===== src/rtl/apb_soc_ctrl.sv =====
// APB register block exposing MCU build configuration, boot address / fetch enable
// control, and a 64-bit free-running cycle counter with a tear-free high-word shadow.
module apb_soc_ctrl #(
    parameter int unsigned APB_ADDR_WIDTH    = 12,
    parameter logic [31:0] BOOT_ADDR_DEFAULT = 32'h0000_8000,
    parameter int unsigned DATA_RAM_SIZE     = 32768,
    parameter int unsigned INSTR_RAM_SIZE    = 32768,
    parameter bit          USE_ZERO_RISCY    = 1'b0,
    parameter bit          RISCY_RV32F       = 1'b1
) (
    input  logic                      clk,
    input  logic                      rst_n,
    input  logic [APB_ADDR_WIDTH-1:0] PADDR,
    input  logic [31:0]               PWDATA,
    input  logic                      PWRITE,
    input  logic                      PSEL,
    input  logic                      PENABLE,
    output logic [31:0]               PRDATA,
    output logic                      PREADY,
    output logic                      PSLVERR,
    output logic [31:0]               boot_addr_o,
    output logic                      fetch_enable_o
);

    localparam logic [4:0] OFS_INFO     = 5'h00;
    localparam logic [4:0] OFS_CORE_CFG = 5'h04;
    localparam logic [4:0] OFS_BOOT     = 5'h08;
    localparam logic [4:0] OFS_CTRL     = 5'h0C;
    localparam logic [4:0] OFS_CYC_LO   = 5'h10;
    localparam logic [4:0] OFS_CYC_HI   = 5'h14;
    localparam logic [4:0] OFS_SCRATCH  = 5'h18;

    localparam logic [15:0] DRAM_KB = 16'(DATA_RAM_SIZE / 1024);
    localparam logic [15:0] IRAM_KB = 16'(INSTR_RAM_SIZE / 1024);

    typedef enum logic {IDLE, RESP} state_t;

    state_t      state, state_nxt;
    logic [31:0] boot_addr;
    logic        fetch_en;
    logic [31:0] scratch;
    logic [63:0] cycle_cnt;
    logic [31:0] cyc_hi_shadow;
    logic [31:0] rdata_p1;
    logic        rerr_p1;

    logic [4:0]  ofs;
    logic        upper_zero;
    logic        aligned;
    logic        rd_start;
    logic        wr_en;
    logic        wr_ok;
    logic        hit;
    logic        ro;
    logic        rd_err;
    logic        wr_err;
    logic [31:0] rd_val;

    assign ofs        = PADDR[4:0];
    assign upper_zero = (PADDR[APB_ADDR_WIDTH-1:5] == '0);
    assign aligned    = (ofs[1:0] == 2'b00);
    assign rd_start   = (state == IDLE) & PSEL & PENABLE & ~PWRITE;
    assign wr_en      = (state == IDLE) & PSEL & PENABLE & PWRITE;
    assign wr_ok      = wr_en & ~wr_err;

    always_comb begin
        hit    = 1'b0;
        ro     = 1'b0;
        rd_val = 32'h0;
        case (ofs)
            OFS_INFO:     begin hit = 1'b1; ro = 1'b1; rd_val = {DRAM_KB, IRAM_KB}; end
            OFS_CORE_CFG: begin hit = 1'b1; ro = 1'b1; rd_val = {30'h0, RISCY_RV32F, USE_ZERO_RISCY}; end
            OFS_BOOT:     begin hit = 1'b1; rd_val = boot_addr; end
            OFS_CTRL:     begin hit = 1'b1; rd_val = {31'h0, fetch_en}; end
            OFS_CYC_LO:   begin hit = 1'b1; ro = 1'b1; rd_val = cycle_cnt[31:0]; end
            OFS_CYC_HI:   begin hit = 1'b1; ro = 1'b1; rd_val = cyc_hi_shadow; end
            OFS_SCRATCH:  begin hit = 1'b1; rd_val = scratch; end
            default:      begin hit = 1'b0; end
        endcase
        rd_err = ~(upper_zero & aligned & hit);
        wr_err = rd_err | ro;
    end

    always_comb begin
        state_nxt = state;
        case (state)
            IDLE:    if (rd_start) state_nxt = RESP;
            RESP:    state_nxt = IDLE;
            default: state_nxt = IDLE;
        endcase
    end

    always_ff @(posedge clk or negedge rst_n) begin
        if (!rst_n) begin
            state <= IDLE;
        end else begin
            state <= state_nxt;
        end
    end

    always_ff @(posedge clk or negedge rst_n) begin
        if (!rst_n) begin
            boot_addr <= BOOT_ADDR_DEFAULT;
            fetch_en  <= 1'b0;
            scratch   <= 32'h0;
        end else if (wr_ok) begin
            case (ofs)
                OFS_BOOT:    boot_addr <= {PWDATA[31:2], 2'b00};
                OFS_CTRL:    fetch_en  <= PWDATA[0];
                OFS_SCRATCH: scratch   <= PWDATA;
                default:     ;
            endcase
        end
    end

    // Clear takes priority over the increment on the write edge.
    always_ff @(posedge clk or negedge rst_n) begin
        if (!rst_n) begin
            cycle_cnt <= 64'h0;
        end else if (wr_ok && (ofs == OFS_CTRL) && PWDATA[1]) begin
            cycle_cnt <= 64'h0;
        end else begin
            cycle_cnt <= cycle_cnt + 64'd1;
        end
    end

    // Read capture stage: data, error and high-word shadow sampled together.
    always_ff @(posedge clk or negedge rst_n) begin
        if (!rst_n) begin
            rdata_p1      <= 32'h0;
            rerr_p1       <= 1'b0;
            cyc_hi_shadow <= 32'h0;
        end else if (rd_start) begin
            rdata_p1 <= rd_err ? 32'h0 : rd_val;
            rerr_p1  <= rd_err;
            if (!rd_err && (ofs == OFS_CYC_LO)) begin
                cyc_hi_shadow <= cycle_cnt[63:32];
            end
        end else if (state == RESP) begin
            rdata_p1 <= 32'h0;
            rerr_p1  <= 1'b0;
        end
    end

    assign PRDATA         = rdata_p1;
    assign PREADY         = (state == RESP) | wr_en;
    assign PSLVERR        = (state == RESP) ? rerr_p1 : (wr_en & wr_err);
    assign boot_addr_o    = boot_addr;
    assign fetch_enable_o = fetch_en;

endmodule

===== config.mk =====
export PLATFORM = sky130hd
export DESIGN_NAME = apb_soc_ctrl
export DESIGN_NICKNAME = d
export VERILOG_FILES = /design/src/rtl/apb_soc_ctrl.sv
export SDC_FILE = /design/constraint.sdc
export NUM_CORES = 1
export LEC_CHECK = 0
export BUFFER_PORTS_ARGS = -buffer_cell sky130_fd_sc_hd__buf_2
export CORE_ASPECT_RATIO = 0.5
export CORE_MARGIN = 5
export CORE_UTILIZATION = 62
export DETAILED_ROUTE_END_ITERATION = 10
export PLACE_DENSITY = 0.85
export SLEW_MARGIN = 20
export SYNTH_ARGS = -nofsm -noshare
export SYNTH_HDL_FRONTEND = slang
export SYNTH_SLANG_ARGS = --single-unit

===== constraint.sdc =====
create_clock -name clk -period 4 [get_ports clk]
set_input_delay 0.4 -clock clk [delete_from_list [all_inputs] [get_ports clk]]
set_output_delay 0.4 -clock clk [all_outputs]
set_load 0.01 [all_outputs]

==> summary.md, run 1 <==
| Metric | Value |
|---|---|
| Run status | completed |
| Setup TNS | 0 ns |
| Post-synth top area cell | dfrtp_1 |
| Via count | 7,380 |
| PortBufs | 113 |
| Distinct cell type count after synthesis | 49 |
| RSZ-0062 raised after global routing | false |
| Routed Antenna Nets | 0 |
| Initial DRC Count | 996 |
| Clk pin slew, worst setup/hold paths | 0.07 ns |
| Global route overflow | 0 |
| Drt wl/cell | 21.87 um |
| Fmax | 0.3254 GHz |
| Comb pwr share | 0.031 |
| Clock Tree Buf Depth | 2 |
| Period utilization | 0.7683 |
| Crit Path Class | flip-flop to flip-flop |
| Reg area | 4831 um^2 |
| MaxCap Viol Count | 0 |
| Placer congestion estimate | 0.9248 |
| Die area | 17,180 um^2 |
| Register area share after synthesis | 0.5365 |
| Final-layout fill cell count | 1,025 |
| Post-synth EDFFs | 0 |
| ANT cells | 0 |
| Synth Instances | 809 |
| CTS Hold Bufs | 0 |
| # nets final | 952 |
| Pint | 0.002825 W |
| Clock group share of total power | 0.442 |
| Max-slew violation count | 0 |
| CTS buffer count | 17 |
| Post-DP HPWL | 16,340 um |
| Setup-failing EPs final | 0 |
| Slowest CP cell | or4_1 |
| Minimum clock period | 3.073 ns |
| Worst path required time | 4.34 ns |
| Tot GR Track Use | 0.2867 |
| Drt via density | 6.631 |
| Syn Area/Cell | 11.13 um^2 |
| CP Max Fanout | 12 |
| Clock sink total | 193 |
| Post-synth top cells | dfrtp_1 (192), mux2_2 (95), nand2_1 (71) |
| Die Ht | 95.21 um |
| CP endpoint kind | flip-flop |
| Worst-skew pair later-pin latency | 0.43 ns |
| Io pins | 116 |
| H-tree depth | 4 |
| Worst path max stage delay | 0.73 ns |
| Total Wirelength | 24,350 um |
| Fraction of power consumed by sequential logic | 0.527 |
| Root Driver | clkbuf_16 |
| Post-synth top area share | 0.5336 |
| Non-filler instance count after layout | 1,113 |
| Synth Warn # | 0 |
| Final hold vios | 0 |
| P per Cell Area | 361.1 nW/um^2 |
| CP Cell Sequence | nand3_1, nor3_1, nand4b_1, or4_1, a21oi_1 |
| Layout cell share with drive strength beyond 1 | 0.2962 |
| Most frequent cell after synthesis | dfrtp_1 |
| Leakage | 4.757 nW |
| Largest net degree at the start of global routing | 105 |
| Multi-input gate area in the final layout | 3934 um^2 |
| IR drop worst, VDD | 0.2645 mV |
| Seq cells post-synth | 193 |
| CP Launch Type | flip-flop |
| Site Rows | 31 |
| CTS tree | yes |
| DRC viols | 0 |
| CORE AREA | 14,350 um^2 |
| Initial Utilization | 0.6274 |
| Worst Hold Slack | 0.07543 ns |
| Critical Path AT | 3.41 ns |
| Least-Margin Pin Slew | 0.8672 ns |
| Switching power | 0.0008964 W |
| Switching share of power | 0.2409 |
| Initial antenna violation count | 0 |
| Vias in the first global route | 7,285 |
| Postcts setup bufs | 0 |
| First-pass GRT wire length | 38,900 um |
| Most common flop cell mapped by yosys | dfrtp_1 |
| Final Skew | 0.01140 ns |
| DIE WIDTH | 180.4 um |
| Synth area leaders | dfrtp_1 (53%), mux2_2 (12%), a221oi_1 (3.0%), nand2_1 (3.0%), a22o_1 (2.8%) |
| Layout area overhead | 14.48% |
| Cell area after synthesis | 9004 um^2 |
| Async SR Flop Fraction | 1.000 |
| Worst hold path class | input pin to asynchronous set/reset pin |
| Post-CTS Resized | 0 |
| Final core utilization | 0.7182 |
| Slew headroom | 0.4165 |
| Initial DRT Pass Iterations | 7 |
| Inst Count DP | 1,081 |
-- layout by cell type (no fill, tap or decap), drive strengths merged, types with 6 or more instances in the layout --
master | synthesis | final
dfrtp | 192 | 192
buf | 8 | 125
mux2 | 95 | 95
nand2 | 71 | 71
nor2 | 48 | 48
o21ai | 45 | 45
a221oi | 31 | 31
a22o | 29 | 29
nand4 | 27 | 27
nand3 | 26 | 26
a21oi | 23 | 23
xnor2 | 22 | 22
clkbuf | 45 | 20
or4 | 17 | 17
nor3 | 16 | 16
or3 | 15 | 15
nor4 | 14 | 14
and4 | 12 | 12
and3 | 10 | 10
inv | 5 | 10
xor2 | 9 | 9
and2 | 7 | 7
clkinv | 0 | 7
nand2b | 6 | 6
o31ai | 6 | 6
-- worst paths after layout --
check,from,end,slack (ns),cells after the start
max reg2reg,cycle_cnt[2],cycle_cnt[57],0.93,5
min,rst_n,cyc_hi_shadow[30],0.08,1
max,cycle_cnt[2],cycle_cnt[57],0.93,5
min in group clk,PWDATA[23],boot_addr_o[23],0.21,2
min reg2reg,PRDATA[1],PRDATA[1],0.48,2
max in group asynchronous,rst_n,cycle_cnt[42],2.91,2
-- metrics by stage --
stage | setup slack, ns | area (um^2) | total power, W
2_1_floorplan | 1.541 | 9007 | 0.002029
3_3_place_gp | 1.325 | 9741 | 0.002111
3_5_place_dp | 1.127 | 9741 | 0.002114
4_1_cts | 1.091 | 10310 | 0.003726
5_1_grt | 0.8187 | 10310 | 0.003831
6_report | 0.9269 | 10310 | 0.003722
-- critical path, delay by kind of cell (launching register included) --
kind / cells / cell delay [ns]
simple gates: 4 / 2.25
flops: 1 / 0.51
compound gates: 1 / 0.22
-- area by class of cell --
type                    instances  share of cell area
flip-flops and latches        193              0.4687
multi-input cells             559              0.3816
repair buffers                126             0.06883
clock buffers                  19             0.04297
well taps                     198             0.02403
clock inverters                13             0.01202
inverters                       5            0.001821
-- power by group through the flow --
stage               clock network, W  logic [W]  registers [W]
detailed placement                 0   0.000116        0.00200
CTS                          0.00165   0.000117        0.00196
finish                       0.00165   0.000116        0.00196
global placement                   0   0.000113        0.00200
global route                 0.00174   0.000130        0.00196
floorplan                          0  0.0000315        0.00200
-- flip-flops by register name, summed over array words and instances (netlist names) --
name	cells
cycle_cnt	64
PRDATA	32
cyc_hi_shadow	32
scratch	32
boot_addr_o	30
fetch_enable_o	1
rerr_p1	1
state	1
-- cells by family (layout without fill, tap and decap cells) --
family / after synthesis / after routing / share of synthesized area
adders and majority gates: 1 / 1 / 0.001389
and+or+nand+nor: 279 / 279 / 0.1668
DFF: 193 / 193 / 0.5365
AOI/OAI and AO/OA: 147 / 147 / 0.1126
buffers and inverters: 58 / 163 / 0.02890
other: 1 / 2 / 0.0004165
muxes: 99 / 99 / 0.1233
xor gates and xnor gates: 31 / 31 / 0.03016
-- layer usage --
layer / wire [um] / share of wire / vias up / track usage
li1: - / - / 3199 / -
met1: 10110 / 0.42 / 3717 / 0.3945
met2: 11400 / 0.47 / 394 / 0.4563
met3: 2238 / 0.092 / 70 / 0.06517
met4: 600 / 0.025 / 0 / 0.1044
met5: 0 / 0 / - / 0
(Power assumes the default switching activity.)
==> run 2: changes to the inputs <==
--- a/config.mk
+++ b/config.mk
@@ -8,9 +8,9 @@
 export BUFFER_PORTS_ARGS = -buffer_cell sky130_fd_sc_hd__buf_2
 export CORE_ASPECT_RATIO = 0.5
 export CORE_MARGIN = 5
-export CORE_UTILIZATION = 62
+export CORE_UTILIZATION = 58
 export DETAILED_ROUTE_END_ITERATION = 10
-export PLACE_DENSITY = 0.85
+export PLACE_DENSITY = 0.8
 export SLEW_MARGIN = 20
 export SYNTH_ARGS = -nofsm -noshare
 export SYNTH_HDL_FRONTEND = slang
==> constraint.sdc (replaced) <==
create_clock -name clk -period 3.2 [get_ports clk]
set_input_delay 0.32 -clock clk [delete_from_list [all_inputs] [get_ports clk]]
set_output_delay 0.32 -clock clk [all_outputs]
set_load 0.01 [all_outputs]
==> summary.md, run 2 (same netlist as run 1, synthesis figures left out) <==
| Metric | Value |
|---|---|
| First-pass GRT wire length | 38,820 um (was 38,900 um) |
| Die area | 18,270 um^2 (was 17,180 um^2) |
| Clock Tree Buf Depth | 2 (unchanged) |
| Post-CTS Resized | 0 (unchanged) |
| Fraction of power consumed by sequential logic | 0.515 (was 0.527) |
| Die Ht | 98.10 um (was 95.21 um) |
| Run status | completed (unchanged) |
| Pint | 0.003615 W (was 0.002825 W) |
| CTS tree | yes (unchanged) |
| Critical Path AT | 3.00 ns (was 3.41 ns) |
| Worst path max stage delay | 0.66 ns (was 0.73 ns) |
| CP Max Fanout | 15 (was 12) |
| DP Area | 9801 um^2 (was 9741 um^2) |
| Comb pwr share | 0.031 (about the same) |
| Worst-skew pair later-pin latency | 0.44 ns (was 0.43 ns) |
| Minimum clock period | 2.630 ns (was 3.073 ns) |
| Slowest CP cell | or4_4 (was or4_1) |
| PortBufs | 113 (unchanged) |
| ANT cells | 0 (unchanged) |
| # nets final | 960 (was 952) |
| CP Cell Sequence | nand4_1, or4_4, or4_4, or4_1, nand2_1 (was nand3_1, nor3_1, nand4b_1, or4_1, a21oi_1) |
| Io pins | 116 (unchanged) |
| H-tree depth | 4 (unchanged) |
| Worst setup margin | 0.5700 ns (was 0.9269 ns) |
| P per Cell Area | 457.1 nW/um^2 (was 361.1 nW/um^2) |
| Crit Path Class | flip-flop to flip-flop (unchanged) |
| RSZ-0062 raised after global routing | false (unchanged) |
| CP endpoint kind | flip-flop (unchanged) |
| MaxCap Viol Count | 0 (unchanged) |
| Initial Utilization | 0.5887 (was 0.6274) |
| DRC viols | 0 (unchanged) |
| Final Skew | 0.01200 ns (was 0.01140 ns) |
| Clock sink total | 193 (unchanged) |
| Root Driver | clkbuf_16 (unchanged) |
| Max-slew violation count | 0 (unchanged) |
| Postcts setup bufs | 0 (unchanged) |
| Final instance area | 10,400 um^2 (was 10,310 um^2) |
| CORE AREA | 15,290 um^2 (was 14,350 um^2) |
| Final hold vios | 0 (unchanged) |
| Drt wl/cell | 20.86 um (was 21.87 um) |
| CP top delay family | simple AND/OR/NAND/NOR gates (unchanged) |
| Least-Margin Pin Slew | 0.8606 ns (was 0.8672 ns) |
| Drt via density | 6.409 (was 6.631) |
| Buffers & Inverters on Critical Path | 0 (unchanged) |
| Max FFs per register | 64 (unchanged) |
| Via count | 7,223 (was 7,380) |
| Inst Count DP | 1,094 (was 1,081) |
| Commonest cells after routing, fill and taps aside | dfrtp_1 (192), buf_2 (112), mux2_2 (95), nand2_1 (71) (unchanged) |
| Setup-failing EPs final | 0 (unchanged) |
| IR drop worst, VDD | 0.3728 mV (was 0.2645 mV) |
| Routed wl met2 | 10,460 um (was 11,400 um) |
| Setup TNS | 0 ns (unchanged) |
| CTS buffer count | 17 (unchanged) |
| Initial DRT Pass Iterations | 5 (was 7) |
| Initial DRC Count | 766 (was 996) |
| Clk pin slew, worst setup/hold paths | 0.08 ns (was 0.07 ns) |
| Largest net degree at the start of global routing | 89 (was 105) |
| Initial antenna violation count | 0 (unchanged) |
| Site Rows | 32 (was 31) |
| Clock group share of total power | 0.453 (was 0.442) |
| Total Wirelength | 23,510 um (was 24,350 um) |
| Switching share of power | 0.2394 (was 0.2409) |
| CP Launch Type | flip-flop (unchanged) |
| Layout area overhead | 15.49% (was 14.48%) |
| Vias in the first global route | 7,258 (was 7,285) |
| Most common cell after layout, fill and taps aside | dfrtp_1 (unchanged) |
| Period utilization | 0.8219 (was 0.7683) |
| DIE WIDTH | 186.2 um (was 180.4 um) |
| Switching power | 0.001138 W (was 0.0008964 W) |
| Setup WS pre-CTS | 0.6297 ns (was 1.127 ns) |
| Layout cell share with drive strength beyond 1 | 0.3012 (was 0.2962) |
| Most used cell, CP | or4_4 |
| CTS Hold Bufs | 1 (was 0) |
| Non-filler instance count after layout | 1,127 (was 1,113) |
| Wire length on met3 | 2120 um (was 2238 um) |
| Worst hold path class | input pin to flip-flop (was input pin to asynchronous set/reset pin) |
| Placer congestion estimate | 0.9455 (was 0.9248) |
| Slew headroom | 0.4246 (was 0.4165) |
| Routed Antenna Nets | 0 (unchanged) |
| Total power | 0.004754 W (was 0.003722 W) |
| Fmax | 0.3802 GHz (was 0.3254 GHz) |
| Leakage | 4.812 nW (was 4.757 nW) |
| Post-DP HPWL | 16,180 um (was 16,340 um) |
| Final-layout fill cell count | 1,171 (was 1,025) |
| Most flop-heavy register | cycle_cnt (unchanged) |
| Worst path required time | 3.57 ns (was 4.34 ns) |
| Top layer in use | met4 (unchanged) |
| Tot GR Track Use | 0.2672 (was 0.2867) |
| Global route overflow | 0 (unchanged) |
| Wl on met1 | 10,580 um (was 10,110 um) |
-- run 2: cell count changes in the layout (fill, tap and decap cells not counted) --
cell,previous run,this run
bufinv_16,0,1
clkinv_8,1,0
clkinv_2,1,0
inv_8,3,4
buf_4,10,17
dlygate4sd3_1,0,1
clkinvlp_4,1,0
clkinv_4,5,6
-- run 2: layout make-up --
type | count | area, um^2 | area share
clock buffers | 19 | 442.9 | 0.04259
inverters | 5 | 18.77 | 0.001805
clock inverters | 13 | 145.1 | 0.01396
well taps | 204 | 255.2 | 0.02455
flip-flops and latches | 193 | 4831 | 0.4646
multi-input cells | 559 | 3934 | 0.3783
repair buffers | 134 | 772.0 | 0.07424
-- run 2: final timing paths --
path                                    start  slack (ns)             end  cells after the start
worst max-delay path            cycle_cnt[10]        0.57   cycle_cnt[58]                      5
worst min-delay path                PWDATA[5]        0.12  boot_addr_o[5]                      2
worst max register to register  cycle_cnt[10]        0.57   cycle_cnt[58]                      5
worst min register to register     PRDATA[13]        0.47      PRDATA[13]                      2
max in group asynchronous               rst_n        1.97   cycle_cnt[27]                      3
min in group asynchronous               rst_n        0.47     scratch[29]                      2
-- run 2: per-layer routing --
layer  vias to the layer above  track usage
met2                       300       0.3984
met1                      3674       0.3938
met4                         0      0.06603
li1                       3220            -
met5                         -            0
met3                        29      0.07034
-- run 2: power by group through the flow --
stage	clock network (W)	registers [W]	logic, W
global route	0.00228	0.00245	0.000166
global placement	0	0.00250	0.000144
finish	0.00216	0.00245	0.000148
CTS	0.00216	0.00245	0.000150
floorplan	0	0.00250	0.0000394
detailed placement	0	0.00250	0.000147
-- run 2: per-stage QoR --
stage / hold WS, ns / utilization
after floorplan: 0.02441 / -
after global placement: 0.4125 / 0.6408
after detailed placement: 0.4133 / 0.6408
after CTS: 0.1125 / 0.6799
after global routing: 0.1132 / 0.6799
final: 0.1196 / 0.6799
==> run 3: changes to the inputs <==
--- a/config.mk
+++ b/config.mk
@@ -5,12 +5,13 @@
 export SDC_FILE = /design/constraint.sdc
 export NUM_CORES = 1
 export LEC_CHECK = 0
+export ABC_AREA = 1
 export BUFFER_PORTS_ARGS = -buffer_cell sky130_fd_sc_hd__buf_2
 export CORE_ASPECT_RATIO = 0.5
 export CORE_MARGIN = 5
-export CORE_UTILIZATION = 58
+export CORE_UTILIZATION = 59
 export DETAILED_ROUTE_END_ITERATION = 10
-export PLACE_DENSITY = 0.8
+export PLACE_DENSITY = 0.81
 export SLEW_MARGIN = 20
 export SYNTH_ARGS = -nofsm -noshare
 export SYNTH_HDL_FRONTEND = slang
==> constraint.sdc (replaced) <==
create_clock -name clk -period 2.5 [get_ports clk]
set_input_delay 0.25 -clock clk [delete_from_list [all_inputs] [get_ports clk]]
set_output_delay 0.25 -clock clk [all_outputs]
set_load 0.01 [all_outputs]
==> summary.md, run 3 <==
| Metric | Value |
|---|---|
| Post-synth top area share | 0.4922 (was 0.5336) |
| Synth area leaders | dfrtp_1 (49%), nand2_1 (20%), nor2_1 (7.6%), o21ai_0 (4.8%), inv_1 (3.8%) (was dfrtp_1 (53%), mux2_2 (12%), a221oi_1 (3.0%), nand2_1 (3.0%), a22o_1 (2.8%)) |
| ANT cells | 0 (unchanged) |
| Drt via density | 5.571 (was 6.409) |
| Max-slew violation count | 0 (unchanged) |
| Post-synth top cells | nand2_1 (526), nor2_1 (197), dfrtp_1 (192) (was dfrtp_1 (192), mux2_2 (95), nand2_1 (71)) |
| Critical Path AT | 2.30 ns (was 3.00 ns) |
| CP top delay family | simple AND/OR/NAND/NOR gates (unchanged) |
| DIE WIDTH | 191.9 um (was 186.2 um) |
| # nets final | 1,478 (was 960) |
| Io pins | 116 (unchanged) |
| CTS buffer count | 17 (unchanged) |
| Most common flop cell mapped by yosys | dfrtp_1 (unchanged) |
| Most common cell after layout, fill and taps aside | nand2_1 (was dfrtp_1) |
| Buffers & Inverters on Critical Path | 0 (unchanged) |
| CORE AREA | 16,310 um^2 (was 15,290 um^2) |
| CP endpoint kind | flip-flop (unchanged) |
| Clk pin slew, worst setup/hold paths | 0.08 ns (about the same) |
| CTS tree | yes (unchanged) |
| Die area | 19,370 um^2 (was 18,270 um^2) |
| Root Driver | clkbuf_16 (unchanged) |
| Tot GR Track Use | 0.3348 (was 0.2672) |
| Syn Area/Cell | 7.384 um^2 (was 11.13 um^2) |
| Postcts setup bufs | 0 (unchanged) |
| Slew headroom | 0.5576 (was 0.4246) |
| CP Launch Type | flip-flop (unchanged) |
| CP Max Fanout | 4 (was 15) |
| Most flop-heavy register | cycle_cnt (unchanged) |
| MaxCap Viol Count | 0 (unchanged) |
| Layout area overhead | 13.69% (was 15.49%) |
| Most frequent cell after synthesis | nand2_1 (was dfrtp_1) |
| Seq cells post-synth | 193 (unchanged) |
| Global route overflow | 0 (unchanged) |
| Worst-skew pair later-pin latency | 0.45 ns (was 0.44 ns) |
| Setup TNS | 0 ns (unchanged) |
| Post-synth EDFFs | 0 (unchanged) |
| Minimum clock period | 1.926 ns (was 2.630 ns) |
| Final-layout fill cell count | 1,386 (was 1,171) |
| Largest net degree at the start of global routing | 65 (was 89) |
| Setup-failing EPs final | 0 (unchanged) |
| Cell area after synthesis | 9762 um^2 (was 9004 um^2) |
| Final instance area | 11,100 um^2 (was 10,400 um^2) |
| Slowest CP cell | dfrtp_1 (was or4_4) |
| CP Cell Sequence | nand2_1, nor2_1, nand2_1, nor2_1, nand2_1, o21ai_0, nand2_1, nor2_1 (was nand4_1, or4_4, or4_4, or4_1, nand2_1) |
| Most used cell, CP | nand2_1 (was or4_4) |
| PortBufs | 113 (unchanged) |
| Site Rows | 33 (was 32) |
| Worst path max stage delay | 0.51 ns (was 0.66 ns) |
| P per Cell Area | 556.7 nW/um^2 (was 457.1 nW/um^2) |
| Async SR Flop Fraction | 1.000 (unchanged) |
| Clock sink total | 193 (unchanged) |
| Initial DRT Pass Iterations | 5 (unchanged) |
| Initial Utilization | 0.5985 (was 0.5887) |
| Run status | completed (unchanged) |
| Least-Margin Pin Slew | 0.6637 ns (was 0.8606 ns) |
| Initial antenna violation count | 1 (was 0) |
| First-pass GRT wire length | 48,950 um (was 38,820 um) |
| IR drop worst, VDD | 0.4817 mV (was 0.3728 mV) |
| Commonest cells after routing, fill and taps aside | nand2_1 (526), nor2_1 (194), dfrtp_1 (192), buf_2 (112), inv_1 (98) (was dfrtp_1 (192), buf_2 (112), mux2_2 (95), nand2_1 (71)) |
| Layout cell share with drive strength beyond 1 | 0.1305 (was 0.3012) |
| Final Skew | 0.01369 ns (was 0.01200 ns) |
| Max FFs per register | 64 (unchanged) |
| Synth Warn # | 0 (unchanged) |
| Fmax | 0.5192 GHz (was 0.3802 GHz) |
| Synth Instances | 1,322 (was 809) |
| Period utilization | 0.7705 (was 0.8219) |
| Worst path required time | 2.87 ns (was 3.57 ns) |
| Die Ht | 101.0 um (was 98.10 um) |
| Routed Antenna Nets | 0 (unchanged) |
| DP Area | 10,480 um^2 (was 9801 um^2) |
| DRC viols | 0 (unchanged) |
| Total Wirelength | 31,750 um (was 23,510 um) |
| Placer congestion estimate | 1.061 (was 0.9455) |
| Register area share after synthesis | 0.4949 (was 0.5365) |
| Distinct cell type count after synthesis | 29 (was 49) |
| Vias in the first global route | 8,675 (was 7,258) |
| Worst Hold Slack | 0.01893 ns (was 0.1196 ns) |
| Initial DRC Count | 1,192 (was 766) |
| Final hold vios | 0 (unchanged) |
| Drt wl/cell | 19.03 um (was 20.86 um) |
| Clock Tree Buf Depth | 2 (unchanged) |
| Post-DP HPWL | 23,910 um (was 16,180 um) |
| Post-CTS Resized | 0 (unchanged) |
| Leakage | 5.380 nW (was 4.812 nW) |
| RSZ-0062 raised after global routing | false (unchanged) |
| H-tree depth | 4 (unchanged) |
| Post-synth top area cell | dfrtp_1 (unchanged) |
| Crit Path Class | flip-flop to flip-flop (unchanged) |
| Via count | 9,293 (was 7,223) |
| Worst hold path class | input pin to flip-flop (unchanged) |
run 3: cell types whose count changed after synthesis, moves of 29 or more:
cell / change
inv_1: +93
nor2_1: +149
mux2_2: -95
nand2_1: +455
o21ai_1: +51
clkbuf_1: -34
a22o_1: -29
a221oi_1: -31
o21ai_0: +49
run 3: per-layer routing:
| layer | GRT usage | share of wire | wire length (um) |
|---|---|---|---|
| met5 | 0 | 0 | 0 |
| met4 | 0.06453 | 0.014 | 430 |
| met3 | 0.1135 | 0.14 | 4301 |
| met2 | 0.4637 | 0.40 | 12720 |
| met1 | 0.5127 | 0.45 | 14300 |
run 3: layout make-up:
cell class | instances | area [um^2] | area share
inverter | 99 | 371.6 | 0.03348
sequential | 193 | 4831 | 0.4353
clock inverter | 14 | 166.4 | 0.01499
clock buffer | 18 | 439.2 | 0.03957
tap | 227 | 284.0 | 0.02559
multi-input combinational | 987 | 4277 | 0.3853
timing repair buffer | 130 | 729.5 | 0.06573
run 3: metrics by stage:
step                      power (W)  cells  setup WS (ns)    util
after global routing       0.006376   1668         0.4757  0.6805
after floorplan            0.003265   1323          1.006       -
after CTS                  0.006195   1668         0.6335  0.6805
after global placement     0.003398   1635         0.6629  0.6427
after detailed placement   0.003403   1635         0.5908  0.6427
final                      0.006178   1668         0.5739  0.6805
run 3: kinds of logic (layout without fill, tap and decap cells):
family                   Yosys count  after routing  share of synthesized area
AO/OA/AOI/OAI                    149            149                    0.07665
XOR/XNOR                          26             26                    0.02333
adder cells (fa/ha/maj)            1              1                   0.001282
buffers and inverters            143            261                    0.06819
flip-flops                       193            193                     0.4949
other                              1              2                  0.0003841
AND/OR/NAND/NOR                  809            809                     0.3353
run 3: timing repair:
action	in CTS	in global routing
hold buffers	1	0
hold endpoints to repair	55	0
endpoints found under the setup margin	0	0
run 3: path summary, 6_finish.rpt:
kind | from | end | slack, ns | cells after the start
worst max-delay path | cycle_cnt[25] | cycle_cnt[59] | 0.57 | 8
worst min register to register | PRDATA[30] | PRDATA[30] | 0.48 | 2
min in group asynchronous | rst_n | cyc_hi_shadow[3] | 0.32 | 2
worst max register to register | cycle_cnt[25] | cycle_cnt[59] | 0.57 | 8
worst min-delay path | PWRITE | state | 0.02 | 2
max in group asynchronous | rst_n | scratch[16] | 1.30 | 3
run 3: power breakdown:
group / total, W / switching, W / internal [W] / leakage (nW)
combinational: 0.000204 / 0.000146 / 0.0000581 / 2.41
clock: 0.00284 / 0.00138 / 0.00146 / 0.296
sequential: 0.00314 / 0.00000963 / 0.00313 / 2.68
total: 0.00618 / 0.00153 / 0.00464 / 5.38
